## src/rtl/elevator_controller.sv

```systemverilog
// Four-floor SCAN elevator car controller with request latching and door timing.
// Optional return-to-floor-0 parking is enabled by defining ELEVATOR_IDLE_HOME_EN.
module elevator_controller #(
  parameter int FLOOR_TICKS = 2,
  parameter int DOOR_TICKS  = 3,
  parameter int HOME_TICKS  = 8
) (
  input  logic       clk,
  input  logic       reset,
  input  logic [3:0] floor_request,
  output logic [1:0] current_floor,
  output logic       door_open,
  output logic [1:0] direction
);

  localparam int TW = (FLOOR_TICKS > 1) ? $clog2(FLOOR_TICKS) : 1;
  localparam int DW = (DOOR_TICKS > 1) ? $clog2(DOOR_TICKS) : 1;

  typedef enum logic [1:0] {
    S_IDLE,
    S_MOVE,
    S_DOOR
  } state_t;

  state_t        state_q, state_d;
  logic [1:0]    cf_q, cf_d;
  logic [3:0]    pend_q, pend_d;
  logic [TW-1:0] tick_q, tick_d;
  logic [DW-1:0] dtmr_q, dtmr_d;
  logic          up_q, up_d;
  logic          last_up_q, last_up_d;
  logic          door_q, door_d;
  logic [1:0]    dir_q, dir_d;

  logic [3:0]    pend_now;
  logic [1:0]    nf;
  logic          req_up, req_dn;
  logic          ahead;
  logic          go_up;

`ifdef ELEVATOR_IDLE_HOME_EN
  localparam int HW = (HOME_TICKS > 1) ? $clog2(HOME_TICKS) : 1;
  logic [HW-1:0] home_q, home_d;
  logic          homing_q, homing_d;
  logic          park_ok;
`else
  logic          unused_home;
  assign unused_home = (HOME_TICKS != 0);
`endif

  function automatic logic [3:0] above_mask(input logic [1:0] f);
    unique case (f)
      2'd0:    above_mask = 4'b1110;
      2'd1:    above_mask = 4'b1100;
      2'd2:    above_mask = 4'b1000;
      default: above_mask = 4'b0000;
    endcase
  endfunction

  function automatic logic [3:0] below_mask(input logic [1:0] f);
    unique case (f)
      2'd0:    below_mask = 4'b0000;
      2'd1:    below_mask = 4'b0001;
      2'd2:    below_mask = 4'b0011;
      default: below_mask = 4'b0111;
    endcase
  endfunction

  // Scheduling: next state, request bookkeeping, timers and output decode.
  always_comb begin
    pend_now  = pend_q | floor_request;
    state_d   = state_q;
    cf_d      = cf_q;
    pend_d    = pend_now;
    tick_d    = tick_q;
    dtmr_d    = dtmr_q;
    up_d      = up_q;
    last_up_d = last_up_q;
    go_up     = last_up_q;
    req_up    = |(pend_now & above_mask(cf_q));
    req_dn    = |(pend_now & below_mask(cf_q));
    // Saturate so the car can never run past either end.
    if (up_q && cf_q != 2'd3) begin
      nf = cf_q + 2'd1;
    end else if (!up_q && cf_q != 2'd0) begin
      nf = cf_q - 2'd1;
    end else begin
      nf = cf_q;
    end
    ahead = up_q ? |(pend_now & above_mask(nf))
                 : |(pend_now & below_mask(nf));
`ifdef ELEVATOR_IDLE_HOME_EN
    homing_d = homing_q;
    park_ok  = (state_q == S_IDLE) && (pend_now == 4'b0000)
               && (cf_q != 2'd0);
    home_d   = park_ok ? home_q + HW'(1) : '0;
    if (homing_q) begin
      ahead = (pend_now == 4'b0000) && (nf != 2'd0);
    end
`endif
    unique case (state_q)
      S_IDLE: begin
        if (pend_now[cf_q]) begin
          state_d      = S_DOOR;
          pend_d[cf_q] = 1'b0;
          dtmr_d       = DW'(DOOR_TICKS - 1);
        end else if (req_up || req_dn) begin
          go_up     = (req_up && req_dn) ? last_up_q : req_up;
          state_d   = S_MOVE;
          tick_d    = '0;
          up_d      = go_up;
          last_up_d = go_up;
`ifdef ELEVATOR_IDLE_HOME_EN
          homing_d  = 1'b0;
        end else if (park_ok && home_q == HW'(HOME_TICKS - 1)) begin
          state_d   = S_MOVE;
          tick_d    = '0;
          up_d      = 1'b0;
          last_up_d = 1'b0;
          homing_d  = 1'b1;
          home_d    = '0;
`endif
        end
      end
      S_MOVE: begin
        if (tick_q == TW'(FLOOR_TICKS - 1)) begin
          cf_d   = nf;
          tick_d = '0;
          if (pend_now[nf]) begin
            state_d    = S_DOOR;
            pend_d[nf] = 1'b0;
            dtmr_d     = DW'(DOOR_TICKS - 1);
          end else if (!ahead) begin
            state_d = S_IDLE;
          end
`ifdef ELEVATOR_IDLE_HOME_EN
          if (!ahead || pend_now[nf]) begin
            homing_d = 1'b0;
          end
`endif
        end else begin
          tick_d = tick_q + TW'(1);
        end
      end
      S_DOOR: begin
        pend_d[cf_q] = 1'b0;
        if (floor_request[cf_q]) begin
          dtmr_d = DW'(DOOR_TICKS - 1);
        end else if (dtmr_q == '0) begin
          state_d = S_IDLE;
        end else begin
          dtmr_d = dtmr_q - DW'(1);
        end
      end
      default: begin
        state_d = S_IDLE;
      end
    endcase
    door_d = (state_d == S_DOOR);
    dir_d  = (state_d == S_MOVE) ? (up_d ? 2'b01 : 2'b10) : 2'b00;
  end

  // State, request latch, timers and registered outputs.
  always_ff @(posedge clk or posedge reset) begin
    if (reset) begin
      state_q   <= S_IDLE;
      cf_q      <= 2'd0;
      pend_q    <= 4'b0000;
      tick_q    <= '0;
      dtmr_q    <= '0;
      up_q      <= 1'b1;
      last_up_q <= 1'b1;
      door_q    <= 1'b0;
      dir_q     <= 2'b00;
    end else begin
      state_q   <= state_d;
      cf_q      <= cf_d;
      pend_q    <= pend_d;
      tick_q    <= tick_d;
      dtmr_q    <= dtmr_d;
      up_q      <= up_d;
      last_up_q <= last_up_d;
      door_q    <= door_d;
      dir_q     <= dir_d;
    end
  end

`ifdef ELEVATOR_IDLE_HOME_EN
  // Idle-parking counter and homing trip flag.
  always_ff @(posedge clk or posedge reset) begin
    if (reset) begin
      home_q   <= '0;
      homing_q <= 1'b0;
    end else begin
      home_q   <= home_d;
      homing_q <= homing_d;
    end
  end
`endif

  assign current_floor = cf_q;
  assign door_open     = door_q;
  assign direction     = dir_q;

endmodule

```

## config.mk

```make
export PLATFORM = sky130hd
export DESIGN_NAME = elevator_controller
export DESIGN_NICKNAME = d
export VERILOG_FILES = /design/src/rtl/elevator_controller.sv
export SDC_FILE = /design/constraint.sdc
export NUM_CORES = 1
export LEC_CHECK = 0
export BUFFER_PORTS_ARGS = -buffer_cell sky130_fd_sc_hd__buf_4
export CORE_MARGIN = 2
export CORE_UTILIZATION = 28
export CTS_CLUSTER_SIZE = 16
export DETAILED_ROUTE_END_ITERATION = 10
export GPL_TIMING_DRIVEN = 0
export PLACE_DENSITY = 0.44
export SETUP_SLACK_MARGIN = 0.15
export SYNTH_ARGS = -nofsm -noshare
export SYNTH_HDL_FRONTEND = slang
export SYNTH_SLANG_ARGS = --single-unit
```

## constraint.sdc

```tcl
create_clock -name clk -period 3.4 [get_ports clk]
set_clock_uncertainty 0.2 [all_clocks]
set_input_delay 1.02 -clock clk [delete_from_list [all_inputs] [get_ports clk]]
set_output_delay 1.02 -clock clk [all_outputs]
set_load 0.005 [all_outputs]
```

==> metrics.md, run 1 <==
| Metric | Value |
|---|---|
| Period Utilization, post-route | `0.834` |
| Reg2Reg Setup Slack | `0.57 ns` |
| Largest cells by area after synthesis | `dfrtp_1 (32%), ha_1 (6.8%), dfstp_2 (4.8%)` |
| Number of buffers created by CTS | `3` |
| Maximum number of pins on one net before global-route repair | `17` |
| Synthesized net count | `125` |
| Uppermost layer routed | `met4` |
| Post-route non-filler standard cell count | `175` |
| Number of port buffers | `10` |
| Number of antenna violations at the first check in global routing | `0` |
| Final wirelength | `2580 um` |
| Slew of the pin with the lowest slew margin | `0.681 ns` |
| Total power consumption of the routed design | `1.07 mW` |
| Achievable clock frequency | `353 MHz` |
| Endpoint of the worst hold path | `dtmr_q[1]` |
| Die W | `66.6 um` |
| DRC marker count from the first detailed-route iteration | `35` |
| CTS tree | `built` |
| Max capacitance violation total | `0` |
| Rel. slew slack | `0.543` |
| Layout cells sized above 1 | `0.220` |
| TNS Setup | `0 ns` |
| Pleak | `0.534 nW` |
| Depth of the CTS H-tree | `1` |
| Number of gates resized after CTS | `0` |
| Number of hold buffers added after cts | `0` |
| Arrival time reported for the critical path endpoint | `2.81 ns` |
| Maximum buffer depth of the clock tree | `2` |
| Number of post-CTS setup repair buffers | `0` |
| Antenna viol nets, final | `0` |
| Worst r2r path cells | `7` |
| Placed wire-length estimate | `1960 um` |
| Category of the worst setup path capture point | `flop` |
| Crit-path max FO | `7` |
| Pre-Repair DR Iteration Count | `4` |
| Data required time at the worst endpoint | `3.38 ns` |
| Critical setup path kind | `flop to flop` |
| RSZ-0062 raised after global routing | `false` |
| Non-Filler Cell Area, Final | `1290 um^2` |
| Final-stage net count | `140` |
| Post-Synthesis Cell Area | `1100 um^2` |
| Syn. warnings | `0` |
| Fill cells | `390` |
| Seq cells post-synth | `16` |
| Effective utilization at floorplan | `0.295` |
| Count of antenna diodes in the layout | `0` |
| Placed standard-cell area | `1230 um^2` |
| Via count | `933` |
| First-pass GRT wire length | `4420 um` |
| Average wire per standard cell | `14.8 um` |
| VDD IR-drop max | `352 uV` |
| Number of failing hold endpoints at the final stage | `0` |
| DRC Markers | `0` |
| Final critical-path required period | `2.83 ns` |
| Post-layout worst setup margin | `0.566 ns` |
| Type of the worst min-delay path | `flop to flop` |
| Met3 routed WL | `99 um` |
| Util after Layout | `0.346` |
| Result of the run | `finished, final reports clean` |
| Netlist cell types | `41` |
| Die footprint | `4440 um^2` |
| R2R Path End | `direction[1]` |
| Cells on Worst Hold Path | `1` |
| Number of cells after detailed placement | `171` |
| Std cell rows | `22` |
| Placeable core area | `3720 um^2` |
| Synth top area share | `0.319` |
| Clock network latency to the later pin of the worst-skew pair | `0.25 ns` |
| Via count of the first global-routing pass | `947` |
| Worst Setup Slack post-DPL | `0.590 ns` |
| Cell chosen for the clock root | `clkbuf_8` |
| Aggregate global-route resource usage | `0.132` |
| Number of instances in the synthesized netlist | `113` |
| Yosys top cell by area | `dfrtp_1` |
| Die Ht | `66.6 um` |
| Worst hold slack | `0.310 ns` |
| Startpoint of the tightest hold check path | `dtmr_q[1]` |
| Power density over the cells | `827 nW/um^2` |
| Routed length on met1 | `1200 um` |
| Global placer's final weighted congestion | `0.874` |
| Congestion Overflow GR | `0` |
| Mean cell area of the mapped netlist | `9.71 um^2` |
| Final max-slew violation count | `0` |
| Routed wl met2 | `1240 um` |
| CTS Sinks | `16` |
| R2r startpoint | `current_floor[1]` |
| Fraction of the yosys area taken by sequential cells | `0.367` |
| Worst-path clk slew | `0.07 ns` |
| Area grow syn2layout | `17.3%` |
| Number of ports placed on the die boundary | `11` |
| Routed via count divided by cell count | `5.33` |
| Critical Path Start Type | `flop` |
| Number of setup violations in the final report | `0` |
-- worst max path at each step --
| stage | end | from | cells after the start |
|---|---|---|---|
| after floorplan | direction[0] | floor_request[3] | 5 |
| after global placement | direction[0] | floor_request[2] | 6 |
| after detailed placement | direction[0] | floor_request[2] | 6 |
| after CTS | direction[1] | current_floor[0] | 7 |
| after global routing | direction[1] | current_floor[1] | 7 |
| final | direction[1] | current_floor[1] | 7 |
-- routing by layer --
metal  up-vias  GRT usage
met5         -          0
met4         0     0.0638
met3         6     0.0270
met2        27      0.213
met1       448      0.169
li1        452          -
-- where the power goes --
group / switching, mW / leakage (nW) / total, mW / internal, mW
clock network: 0.0723 / 0.0288 / 0.175 / 0.103
registers: 0.0652 / 0.187 / 0.324 / 0.258
logic: 0.316 / 0.318 / 0.567 / 0.250
total: 0.454 / 0.534 / 1.07 / 0.612
-- synth_stat cells --
library cell	count
a21o_2	1
or2_1	2
mux4_2	2
o22ai_1	3
mux4_1	1
o32ai_2	1
a32oi_1	1
and2_1	1
or2_0	1
a21oi_1	8
o21a_1	1
inv_1	8
a221o_1	1
dfrtp_1	14
a211oi_2	1
o2bb2ai_1	1
a21oi_4	1
or2_2	2
o32ai_1	2
a21boi_1	1
o21bai_1	2
o211ai_1	1
clkbuf_1	1
xnor2_1	1
nand3_1	1
buf_2	1
nor2_1	10
nand2b_1	2
inv_2	1
o2bb2ai_2	1
o22a_1	2
nand2_1	8
ha_1	6
nor3_1	2
nor2b_1	2
dfstp_2	2
a221oi_1	4
o2111ai_1	1
mux2i_1	3
o21ai_0	8
and3b_2	1
-- logic make-up after synthesis --
group	synth area share
xor gates and xnor gates	0.00798
AOI/OAI and AO/OA	0.284
buffers and inverters	0.0388
DFF	0.367
adders and majority gates	0.0684
muxes	0.0924
and+or+nand+nor	0.141
-- cell type report --
type	instances	area, um^2	share of cell area
Buffer	2	8.76	0.00680
Inverter	9	33.8	0.0262
Timing Repair Buffer	10	75.1	0.0583
Clock buffer	4	55.1	0.0428
Tap cell	48	60.1	0.0466
Sequential cell	16	403	0.313
Multi-Input combinational cell	86	652	0.506
-- critical path, cell delays in order (launching register included) --
cell and delay [ns]:
dfrtp_1 0.45, inv_1 0.19, ha_1 0.34, mux2i_1 0.13
xnor2_1 0.56, mux2i_1 0.44, o2111ai_1 0.26, a21oi_1 0.18
-- cells in the final DEF, fill, tap and decap left out, types with 2 or more instances in the layout --
master and instances:
inv_1 8, a221oi_1 4, o21ai_0 8, dfstp_2 2
or2_1 2, or2_2 2, nand2_1 8, ha_1 6
dfrtp_1 14, nand2b_1 2, nor2_1 10, o22ai_1 3
mux4_2 2, o32ai_1 2, a21oi_1 8, nor2b_1 2
clkbuf_8 4, o21bai_1 2, nor3_1 2, o22a_1 2
buf_4 10, mux2i_1 3
-- registers in the layout (all words and copies together), names as in the netlist --
name / count
last_up_q: 1
current_floor: 2
door_open: 1
pend_q: 4
state_q: 2
direction: 2
up_q: 1
dtmr_q: 2
tick_q: 1
No activity file was read; power rests on OpenSTA's default activity.
==> run 2: changes to the inputs <==
PLACE_DENSITY = 0.45   (was 0.44)
clock period = 2.46 ns   (was 3.4 ns; I/O delays follow)
==> metrics.md, run 2 (same netlist as run 1, synthesis figures left out) <==
| Metric | Value |
|---|---|
| Category of the worst setup path capture point | `flop` |
| RSZ-0062 raised after global routing | `false` |
| Number of setup violations in the final report | `0` |
| Critical setup path kind | `flop to flop` |
| Pre-Repair DR Iteration Count | `4` |
| Final critical-path required period | `2.22 ns` |
| Number of failing hold endpoints at the final stage | `0` |
| Arrival time reported for the critical path endpoint | `2.16 ns` |
| Pleak | `0.566 nW` |
| Part of the total power dissipated in combinational logic | `0.582` |
| CTS tree | `built` |
| Util after Layout | `0.372` |
| Die Ht | `66.6 um` |
| Slew of the pin with the lowest slew margin | `0.637 ns` |
| Power density over the cells | `1200 nW/um^2` |
| Depth of the CTS H-tree | `1` |
| TNS Setup | `0 ns` |
| Max reg flops | `4` |
| Non-Filler Cell Area, Final | `1380 um^2` |
| Critical Path Start Type | `flop` |
| Internal power contribution | `981 uW` |
| Type of the worst min-delay path | `flop to flop` |
| Effective utilization at floorplan | `0.295` |
| Reported net switching power | `682 uW` |
| Count of antenna diodes in the layout | `0` |
| Std cell rows | `22` |
| First-pass GRT wire length | `4540 um` |
| Via count | `952` |
| Area grow syn2layout | `25.9%` |
| Achievable clock frequency | `450 MHz` |
| Die W | `66.6 um` |
| Final max-slew violation count | `0` |
| Reg2Reg Setup Slack | `0.24 ns` |
| Worst hold slack | `0.310 ns` |
| Max capacitance violation total | `0` |
| Fill cells | `378` |
| Fraction of power consumed by the clock network | `0.145` |
| Number of antenna violations at the first check in global routing | `0` |
| Placed wire-length estimate | `1950 um` |
| Total power consumption of the routed design | `1.66 mW` |
| Layout cells sized above 1 | `0.341` |
| Net Sw Frac | `0.410` |
| Delay of the slowest cell on the worst path | `0.46 ns` |
| DRC marker count from the first detailed-route iteration | `32` |
| Final wirelength | `2720 um` |
| Congestion Overflow GR | `0` |
| Number of buffers created by CTS | `3` |
| Routed via count divided by cell count | `5.29` |
| Worst-path clk slew | `0.07 ns` |
| Number of port buffers | `10` |
| DRC Markers | `0` |
| Antenna viol nets, final | `0` |
| Result of the run | `finished, final reports clean` |
| Number of ports placed on the die boundary | `11` |
| Crit-path max FO | `9` |
| Cell-by-cell listing of the critical path | `ha_1 > buf_2 > and3b_2 > o32ai_1 > mux2i_2 > buf_4 > o2bb2ai_2 > o22a_1` |
| Die footprint | `4440 um^2` |
| Leading cell types in the layout, fill and taps excluded | `buf_4 (16), dfrtp_1 (12), nand2_1 (8), o21ai_0 (8), a21oi_1 (8)` |
| Placed standard-cell area | `1230 um^2` |
| VDD IR-drop max | `523 uV` |
| Maximum number of pins on one net before global-route repair | `17` |
| CTS Sinks | `16` |
| Global placer's final weighted congestion | `0.929` |
| Number of hold buffers added after cts | `0` |
| Register bank with the most flops | `pend_q` |
| Aggregate global-route resource usage | `0.137` |
| Most common cell after layout, fill and taps aside | `buf_4` |
| Final-stage net count | `145` |
| Average wire per standard cell | `15.1 um` |
| Maximum buffer depth of the clock tree | `2` |
| Placeable core area | `3720 um^2` |
| Sequential group share of total power | `0.274` |
| Period Utilization, post-route | `0.903` |
| Cell chosen for the clock root | `clkbuf_8` |
| Clock network latency to the later pin of the worst-skew pair | `0.25 ns` |
| Via count of the first global-routing pass | `887` |
| Data required time at the worst endpoint | `2.40 ns` |
| Critical Path Slowest Stage Cell | `dfrtp_2` |
| Rel. slew slack | `0.575` |
## run 2: metrics by stage
stage / cells / setup WS [ns]
after floorplan: 113 / 0.201
after global placement: 171 / -0.354
after detailed placement: 171 / -0.309
after CTS: 176 / 0.163
after global routing: 180 / 0.164
final: 180 / 0.240
## run 2: worst paths after layout
path | from | to | cells past startpoint
setup / recovery | current_floor[0] | dtmr_q[1] | 8
hold / removal | last_up_q | last_up_q | 2
setup reg to reg | current_floor[0] | dtmr_q[1] | 8
hold reg to reg | last_up_q | last_up_q | 2
max in group asynchronous | reset | current_floor[1] | 2
min in group asynchronous | reset | pend_q[0] | 2
## run 2: routing by layer
metal	vias to the layer above	wire length (um)	global-route usage
li1	458	-	-
met1	465	1280	0.201
met2	27	1290	0.199
met3	2	124	0.0253
met4	0	22	0.0459
met5	-	0	0
## run 2: repair_timing
action / 4_1_cts / 5_1_grt
buffers inserted: 2 / 4
pin swaps: 1 / 0
resized for setup: 3 / 10
setup endpoints to repair: 9 / 5
## run 2: area by class of cell
cell class	instances	area [um^2]	share of cell area
multi-input combinational	86	702	0.508
sequential	16	405	0.293
timing repair buffer	16	120	0.0870
tap	48	60.1	0.0435
clock buffer	4	55.1	0.0399
inverter	9	33.8	0.0245
buffer	1	5.00	0.00362
## run 2: critical path, delay by kind of cell (launching register included)
family,cells,cell delay [ns]
AOI/OAI and AO/OA,3,0.37
adders and majority gates,1,0.20
buffers and inverters,2,0.35
DFF,1,0.46
muxes,1,0.21
and+or+nand+nor,1,0.31
## run 2: power groups by stage
stage	Combinational (mW)	Sequential [mW]	Clock, mW
after floorplan	0.593	0.430	0
after global placement	0.777	0.451	0
after detailed placement	0.777	0.449	0
after CTS	0.843	0.447	0.248
after global routing	1.05	0.466	0.262
final	0.967	0.455	0.240
==> run 3: changes to the inputs <==
ABC_AREA = 1   (was not set)
CTS_CLUSTER_SIZE = not set   (was 16)
==> metrics.md, run 3 <==
| Metric | Value |
|---|---|
| Final max-slew violation count | `0` |
| TNS Setup | `0 ns` |
| Final wirelength | `2630 um` |
| Top cells by count, synth | `nand2_1 (28), inv_1 (26), nor2_1 (22)` |
| Number of buffers created by CTS | `3` |
| Arrival time reported for the critical path endpoint | `1.99 ns` |
| Mean cell area of the mapped netlist | `7.30 um^2` |
| Pleak | `0.725 nW` |
| Power density over the cells | `1070 nW/um^2` |
| Cell chosen for the clock root | `clkbuf_8` |
| Global placer's final weighted congestion | `0.807` |
| Critical setup path kind | `flop to flop` |
| Data required time at the worst endpoint | `2.40 ns` |
| Largest cells by area after synthesis | `dfrtp_1 (30%), nand2_1 (9.0%), inv_1 (8.4%)` |
| Critical Path Slowest Stage Cell | `dfrtp_2` |
| Number of port buffers | `10` |
| Antenna viol nets, final | `0` |
| Routed via count divided by cell count | `4.48` |
| Max reg flops | `4` |
| Average wire per standard cell | `11.6 um` |
| Period Utilization, post-route | `0.832` |
| Pre-Repair DR Iteration Count | `4` |
| EDFF count, synth | `0` |
| Placeable core area | `4000 um^2` |
| Cells on Worst Hold Path | `2` |
| Syn. warnings | `0` |
| Achievable clock frequency | `488 MHz` |
| Type of the worst min-delay path | `flop to flop` |
| Number of ports placed on the die boundary | `11` |
| Layout cells sized above 1 | `0.299` |
| Reported net switching power | `687 uW` |
| Clock network latency to the later pin of the worst-skew pair | `0.25 ns` |
| Fraction of the yosys area taken by sequential cells | `0.345` |
| DRC Markers | `0` |
| Internal power contribution | `830 uW` |
| Worst r2r path cells | `11` |
| Number of antenna violations at the first check in global routing | `0` |
| Number of setup violations in the final report | `0` |
| Count of antenna diodes in the layout | `0` |
| Slew of the pin with the lowest slew margin | `0.607 ns` |
| Die Ht | `68.6 um` |
| CTS Sinks | `16` |
| Die W | `68.6 um` |
| Area grow syn2layout | `20.8%` |
| Maximum buffer depth of the clock tree | `2` |
| First-pass GRT wire length | `4560 um` |
| Part of the total power dissipated in combinational logic | `0.543` |
| Synth top area share | `0.300` |
| Yosys top cell by area | `dfrtp_1` |
| Seq cells post-synth | `16` |
| Register bank with the most flops | `pend_q` |
| Rel. slew slack | `0.595` |
| Final critical-path required period | `2.05 ns` |
| Congestion Overflow GR | `0` |
| Netlist cell types | `24` |
| Number of cells after detailed placement | `220` |
| DRC marker count from the first detailed-route iteration | `60` |
| Std cell rows | `23` |
| Final-stage net count | `190` |
| Post-route non-filler standard cell count | `227` |
| Sequential group share of total power | `0.302` |
| Fraction of power consumed by the clock network | `0.154` |
| Synthesized net count | `172` |
| Most common cell after layout, fill and taps aside | `nand2_1` |
| Number of instances in the synthesized netlist | `160` |
| Leading cell types in the layout, fill and taps excluded | `nand2_1 (28), inv_1 (24), nor2_1 (21), buf_4 (13), dfrtp_1 (12)` |
| CTS tree | `built` |
| Worst-path clk slew | `0.06 ns` |
| Main flop type after synthesis | `dfrtp_1` |
| Async S/R FF share, synth | `1.00` |
| Maximum number of pins on one net before global-route repair | `17` |
| Via count of the first global-routing pass | `966` |
| Via count | `1018` |
| RSZ-0062 raised after global routing | `false` |
| Category of the worst setup path capture point | `flop` |
| Top-count cell post-synth | `nand2_1` |
| Number of failing hold endpoints at the final stage | `0` |
| Cell-by-cell listing of the critical path | `clkinv_4 > ha_4 > nand3_1 > nand2_2 > nand3_1 > nand2_1 > nand3b_1 > nand2_1 > nor2_2 > nor2_2 > nor2_1` |
| Result of the run | `finished, final reports clean` |
| VDD IR-drop max | `370 uV` |
| Critical Path Start Type | `flop` |
| Number of hold buffers added after cts | `0` |
| Max capacitance violation total | `0` |
| Die footprint | `4710 um^2` |
| Crit-path max FO | `8` |
| Post-Synthesis Cell Area | `1170 um^2` |
| Effective utilization at floorplan | `0.292` |
| Aggregate global-route resource usage | `0.132` |
| Net Sw Frac | `0.453` |
| Delay of the slowest cell on the worst path | `0.45 ns` |
| Depth of the CTS H-tree | `1` |
| Placed wire-length estimate | `2110 um` |
==> run 3: cell count changes after synthesis, moves of 10 or more <==
cell	change
inv_1	+18
nand2_1	+20
nand2_2	+11
nand3_1	+10
nor2_1	+12
==> run 3: path summary, 6_finish.rpt <==
check / slack [ns] / endpoint / start
min: 0.26 / last_up_q / last_up_q
max: 0.41 / direction[1] / current_floor[0]
min in group asynchronous: 0.36 / direction[0] / reset
max in group asynchronous: 1.27 / current_floor[1] / reset
min reg2reg: 0.26 / last_up_q / last_up_q
max reg2reg: 0.41 / direction[1] / current_floor[0]
==> run 3: worst max-delay path, delay by kind of cell, from the launching register on <==
kind	cells	cell delay, ns
buffers and inverters	1	0.13
flip-flops	1	0.45
adder cells (fa/ha/maj)	1	0.27
AND/OR/NAND/NOR	9	0.88
==> run 3: cell type report <==
type | instances | area (um^2)
well taps | 50 | 62.6
inverters | 29 | 114
clock buffers | 4 | 55.1
repair buffers | 13 | 97.6
fillers | 441 | 2590
flip-flops and latches | 16 | 405
multi-input cells | 115 | 677
==> run 3: per-stage QoR <==
stage	power [mW]	hold slack [ns]	util	worst slack [ns]	area (um^2)
floorplan	1.04	0.240	-	0.443	1170
global placement	1.24	0.255	0.327	0.137	1310
detailed placement	1.25	0.253	0.327	0.107	1310
CTS	1.49	0.264	0.341	0.192	1360
global route	1.67	0.285	0.353	0.194	1410
finish	1.52	0.259	0.353	0.413	1410
==> run 3: routing by layer <==
metal	track usage	routed length, um
met1	0.181	1280
met2	0.208	1190
met3	0.0162	100
met4	0.0600	55
met5	0	0
==> run 3: logic make-up (layout without fill, tap and decap cells) <==
family	after synthesis	after routing	synth area share
simple gates	91	91	0.410
buf+inv	29	46	0.0953
compound gates	18	18	0.0856
flops	16	16	0.345
fa+ha+maj	6	6	0.0642
==> run 3: power groups by stage <==
stage / Combinational (mW) / Sequential (mW) / Clock [mW]
CTS: 0.777 / 0.470 / 0.243
global route: 0.942 / 0.473 / 0.252
finish: 0.824 / 0.459 / 0.234
floorplan: 0.587 / 0.452 / 0
detailed placement: 0.775 / 0.473 / 0
global placement: 0.769 / 0.473 / 0
==> run 3: timing repair <==
item / 4_1_cts / 5_1_grt
pin swaps: 0 / 1
resized for setup: 1 / 9
buffers inserted: 0 / 3
setup endpoints to repair: 6 / 9
